<file path="config.mk">
export PLATFORM = sky130hd
export DESIGN_NAME = fpu_norm_round
export DESIGN_NICKNAME = d
export VERILOG_FILES = /design/src/rtl/fpu_pkg.sv /design/src/rtl/rne_round.sv /design/src/rtl/fpu_norm_round.sv
export SDC_FILE = /design/constraint.sdc
export NUM_CORES = 1
export LEC_CHECK = 0
export CORE_ASPECT_RATIO = 1.1
export CORE_MARGIN = 2
export CORE_UTILIZATION = 40
export DETAILED_ROUTE_END_ITERATION = 10
export PLACE_DENSITY = 0.66
export SLEW_MARGIN = 20
export SYNTH_ARGS = -nofsm -noshare
export SYNTH_HDL_FRONTEND = slang
export SYNTH_SLANG_ARGS = --single-unit
</file>
<file path="constraint.sdc">
create_clock -name clk -period 3.4 [get_ports clk]
set_input_delay 0.68 -clock clk [delete_from_list [all_inputs] [get_ports clk]]
set_output_delay 0.68 -clock clk [all_outputs]
set_load 0.02 [all_outputs]
</file>
<file path="src/rtl/fpu_pkg.sv">
// Shared definitions for the floating-point adder datapath stages.
package fpu_pkg;

    localparam int N_FLOAT = 32;
    localparam int N_EXP   = 8;
    localparam int N_MANT  = 23;

    localparam logic [N_EXP-1:0] EXP_MAX  = {N_EXP{1'b1}};
    localparam logic [N_EXP-1:0] EXP_BIAS = 8'd127;

    typedef enum logic [1:0] {
        IDLE,
        NORM,
        ROUND,
        DONE
    } state_t;

endpackage

</file>
<file path="src/rtl/rne_round.sv">
// Round-to-nearest-even on a normalised significand (hidden bit + stored fraction).
module rne_round #(
    parameter int N_mant = 23
) (
    input  logic [N_mant:0]   sig,
    input  logic              guard,
    input  logic              round,
    input  logic              sticky,
    output logic [N_mant-1:0] frac,
    output logic              carry,
    output logic              inexact
);

    logic round_up;

    // An all-ones significand that rounds up wraps the fraction to zero, which is
    // exactly the renormalised 1.0 fraction, so only the carry needs reporting.
    always_comb begin
        round_up = guard & (round | sticky | sig[0]);
        frac     = sig[N_mant-1:0] + {{(N_mant-1){1'b0}}, round_up};
        carry    = (&sig) & round_up;
        inexact  = guard | round | sticky;
    end

endmodule

</file>
<file path="src/rtl/fpu_norm_round.sv">
// Normalise / round / pack stage: one normalising shift per cycle, RNE rounding,
// saturation to infinity and flush-to-zero, with a start/done handshake.
module fpu_norm_round
    import fpu_pkg::*;
#(
    parameter int N_float = N_FLOAT,
    parameter int N_exp   = N_EXP,
    parameter int N_mant  = N_MANT
) (
    input  logic               clk,
    input  logic               rst,
    input  logic               start,
    input  logic               in_sign,
    input  logic [N_exp-1:0]   in_exp,
    input  logic [N_mant+3:0]  in_mant,
    input  logic               in_sticky,
    output logic               busy,
    output logic               done,
    output logic [N_float-1:0] result,
    output logic               overflow,
    output logic               underflow,
    output logic               inexact
);

    localparam int              W_M     = N_mant + 4;
    localparam logic [N_exp:0] EXP_TOP = {1'b0, {N_exp{1'b1}}};
    localparam logic [N_exp:0] EXP_ONE = {{N_exp{1'b0}}, 1'b1};

    state_t            state;
    logic              sign_r;
    logic [N_exp:0]    exp_r;
    logic [W_M-1:0]    mant_r;
    logic              sticky_r;

    logic [N_mant-1:0] r_frac;
    logic              r_carry;
    logic              r_inexact;
    logic [N_exp:0]    exp_final;

    rne_round #(.N_mant(N_mant)) u_round (
        .sig     (mant_r[W_M-2:2]),
        .guard   (mant_r[1]),
        .round   (mant_r[0]),
        .sticky  (sticky_r),
        .frac    (r_frac),
        .carry   (r_carry),
        .inexact (r_inexact)
    );

    assign exp_final = exp_r + {{N_exp{1'b0}}, r_carry};

    always_ff @(posedge clk) begin
        if (rst) begin
            state     <= IDLE;
            sign_r    <= 1'b0;
            exp_r     <= '0;
            mant_r    <= '0;
            sticky_r  <= 1'b0;
            busy      <= 1'b0;
            done      <= 1'b0;
            result    <= '0;
            overflow  <= 1'b0;
            underflow <= 1'b0;
            inexact   <= 1'b0;
        end else begin
            done <= 1'b0;
            case (state)
                IDLE: begin
                    if (start) begin
                        sign_r    <= in_sign;
                        exp_r     <= {1'b0, in_exp};
                        mant_r    <= in_mant;
                        sticky_r  <= in_sticky;
                        overflow  <= 1'b0;
                        underflow <= 1'b0;
                        inexact   <= 1'b0;
                        busy      <= 1'b1;
                        state     <= NORM;
                    end
                end
                NORM: begin
                    if (mant_r[W_M-1]) begin
                        mant_r   <= mant_r >> 1;
                        exp_r    <= exp_r + EXP_ONE;
                        sticky_r <= sticky_r | mant_r[0];
                        state    <= ROUND;
                    end else if (mant_r[W_M-2]) begin
                        state <= ROUND;
                    end else if (mant_r == '0 && !sticky_r) begin
                        result <= '0;
                        busy   <= 1'b0;
                        done   <= 1'b1;
                        state  <= DONE;
                    end else if (exp_r <= EXP_ONE) begin
                        // Denormals are never produced: running out of exponent flushes to zero.
                        result    <= {sign_r, {(N_float-1){1'b0}}};
                        underflow <= 1'b1;
                        busy      <= 1'b0;
                        done      <= 1'b1;
                        state     <= DONE;
                    end else begin
                        mant_r <= mant_r << 1;
                        exp_r  <= exp_r - EXP_ONE;
                    end
                end
                ROUND: begin
                    inexact <= r_inexact;
                    if (exp_final >= EXP_TOP) begin
                        result   <= {sign_r, {N_exp{1'b1}}, {N_mant{1'b0}}};
                        overflow <= 1'b1;
                    end else begin
                        result <= {sign_r, exp_final[N_exp-1:0], r_frac};
                    end
                    busy  <= 1'b0;
                    done  <= 1'b1;
                    state <= DONE;
                end
                DONE: begin
                    state <= IDLE;
                end
                default: begin
                    state <= IDLE;
                end
            endcase
        end
    end

endmodule

</file>
==> impl_results.md <==
* # DRC at 0
* FILL cells at 1,035
* Clock sink count at 77
* Core ar. at 10,800 sq um
* Slew headroom at 0.508
* Tcrit/Tclk final at 0.951
* YS warnings at 0
* Vias in the first global route at 4,164
* Vias/cell at 5.75
* FF/Latch Area at 1540 sq um
* Run status: completed
* Wire per inst at 17.3 um
* Synth Area in Compound Gates at 0.268
* CTS tree: yes
* Max-slew violation count at 0
* Final min period at 3230 ps
* Net Count, Synth at 556
* Placed wire-length estimate at 8920 um
* Post-synth EDFFs at 0
* FFs w/ async S/R, synth at 0
* Worst VDD drop at 0.000403 V
* Initial antenna violation count at 0
* Reg2reg setup slack at 170 ps
* Crit path DAT at 3490 ps
* Final Util at 0.534
* Synth Area in Simple Gates at 0.222
* Largest area contributor in the netlist: dfxtp_1
* Worst EP required at 3660 ps
* Startpoint Class: flop
* Ant diodes at 0
* First-pass GRT wire length at 20,700 um
* Clock transition at path regs at 60 ps
* Synth Cell Area at 4410 sq um
* Hold buffer count at CTS at 0
* Synth Area in XOR/XNOR at 0.0557
* Worst slew pin tran at 737 ps
* Port Buf Inserts at 76
* Gr ovfl total at 0
* Post-layout nets at 628
* Setup TNS at 0 ps
* Post-synthesis mux area share at 0.0145
* Die X at 104 um
* Iteration-0 DRC Markers at 334
* DR pass1 iterations at 5
* Hold Path End: result[25]
* Antenna viol nets, final at 0
* Largest family of logic cells by synthesized area: compound AO/OA/AOI/OAI gates
* Largest net degree at the start of global routing at 35
* Layout Cells excl Fill at 731
* Starting density of the core at 0.408
* Most common cell in the synthesized netlist: dfxtp_1
* CTS H-Tree Depth at 3
* CTS Buffer Depth at 2
* Post-synth top area share at 0.350
* Synth top area cells: dfxtp_1 35%, o2bb2ai_2 6.8%, nor2_1 4.8%
* Crit-path max FO at 11
* Hold Path Depth at 2
* Multi-input gate area at 2610 sq um
* Register area share after synthesis at 0.350
* R2R cell count at 11
* Total track usage at 0.212
* Post-Route Skew at 7.17 ps
* Hold WC Path Type: reg2reg
* Max-cap violations at 0
* Die area at 11,900 sq um
* Area grow syn2layout at 31.0%
* Syn Area/Cell at 8.69 sq um
* Cells after Synth at 507
* Pwr Density at 866 nW/um^2
* RSZ-0062 raised after global routing: no
* Die height at 114 um
* Prevailing post-synth register cell: dfxtp_1
* Final Hold Viols at 0
* Adder-cell share of the synthesized area at 0.0256
* Setup Viol. Count Final at 0
* Final GP Congestion at 0.927
* Critical path class: reg2reg
* Fmax at 309 MHz
* WL final at 12,600 um
* Commonest cells in the netlist: 77 x dfxtp_1, 56 x nor2_1, 33 x nand2_1
* Seq cells post-synth at 77
* Reg-to-reg endpoint: result[7]
* Inst Count DP at 714
* Worst R2R Start: mant_r[7]
* Lkg Pwr at 2.07 nW
* Hold Path Origin: result[25]
* Layout cells sized above 1 at 0.151
* Worst setup EP type: flop
* Root buf cell: clkbuf_16
* Number of distinct library cells after synthesis at 52
* Vias at 4,203
* Clock latency on the worst-skew pair at 330 ps
* Row Count at 40
* I/O Pins at 77
* CTS buffer count at 9
==> layout make-up <==
| cell class | count | share of cell area |
|---|---|---|
| Multi-Input combinational cell | 369 | 0.451 |
| Sequential cell | 77 | 0.267 |
| Timing Repair Buffer | 113 | 0.179 |
| Clock buffer | 10 | 0.0414 |
| Tap cell | 147 | 0.0319 |
| Clock inverter | 6 | 0.0232 |
| Inverter | 9 | 0.00585 |
==> layer usage <==
| layer | global-route usage | share of wire | vias to the layer above |
|---|---|---|---|
| met5 | 0 | 0 | - |
| met4 | 0.0973 | 0.026 | 0 |
| met3 | 0.0376 | 0.049 | 24 |
| met2 | 0.357 | 0.47 | 135 |
| met1 | 0.266 | 0.45 | 1988 |
| li1 | - | - | 2056 |
==> critical path: stages (launching register included) <==
cell and delay (ps):
dfxtp_1 330, nand4_1 170, nor3_1 360, nand3_1 190, nor3_2 290, ha_1 220
nand4_1 120, nor2_1 210, xor2_1 120, a41o_1 330, or4b_4 640, o2bb2ai_2 180
==> power breakdown <==
group,switching (mW),internal [mW]
clock network,0.378,0.812
logic,1.46,0.947
registers,0.275,1.13
==> what timing repair did <==
| item | CTS | global route |
|---|---|---|
| setup buffers | 0 | 0 |
| endpoints found under the setup margin | 0 | 21 |
| hold endpoints to repair | 0 | 0 |
| resized for setup | 0 | 2 |
==> per-stage QoR <==
stage	setup WS (ps)	cell area [sq um]	total power, mW	hold WS [ps]
after floorplan	151	4410	3.09	437
after global placement	260	5380	3.73	442
after detailed placement	144	5380	3.78	448
after CTS	105	5750	4.98	460
after global routing	0.375	5770	5.33	478
final	167	5770	5.00	453
==> flip-flops by register name, indices dropped and copies added (netlist names), 2 cells and up <==
| name | count |
|---|---|
| mant_r | 27 |
| result | 32 |
| exp_r | 9 |
| state | 2 |
==> logic make-up (layout without fill, tap and decap cells) <==
logic type	count (synthesis)	after routing
AND/OR/NAND/NOR	184	185
AO/OA/AOI/OAI	141	141
adder cells (fa/ha/maj)	9	9
multiplexers	6	6
flip-flops	77	77
XOR/XNOR	28	28
buffers and inverters	62	138
==> how the worst max path moves through the flow <==
stage          startpoint          to  slack [ps]  cells after the start
2_1_floorplan   mant_r[7]  result[17]         150                     14
3_3_place_gp   mant_r[16]  result[18]         260                     11
3_5_place_dp    mant_r[6]   result[7]         140                     11
4_1_cts         mant_r[7]   result[7]         100                     11
5_1_grt        mant_r[16]   result[5]         0.4                     11
6_report        mant_r[7]   result[7]         170                     11
==> placed cells by master, fill, tap and decap left out, types with 4 or more instances in the layout <==
master / netlist / layout
o21ai_0: 7 / 7
xnor2_1: 10 / 10
dfxtp_1: 77 / 77
bufinv_16: 0 / 4
nand2_1: 33 / 33
a32oi_1: 5 / 5
a211oi_1: 27 / 27
o2bb2ai_2: 20 / 20
inv_1: 9 / 9
and3_1: 17 / 17
nor3_1: 13 / 12
a221oi_1: 10 / 10
nor2_1: 56 / 55
clkdlybuf4s50_1: 0 / 75
o211ai_1: 10 / 10
nor3b_1: 4 / 4
and4_1: 4 / 4
nand3_1: 15 / 15
a222oi_1: 15 / 15
a31oi_1: 8 / 8
xor2_1: 18 / 18
or4_1: 4 / 4
clkbuf_16: 0 / 9
nor4_1: 5 / 5
a21oi_1: 26 / 26
nand4_1: 11 / 11
ha_1: 9 / 9
buf_4: 1 / 37
Note: power is estimated with default switching activity, not from simulation.
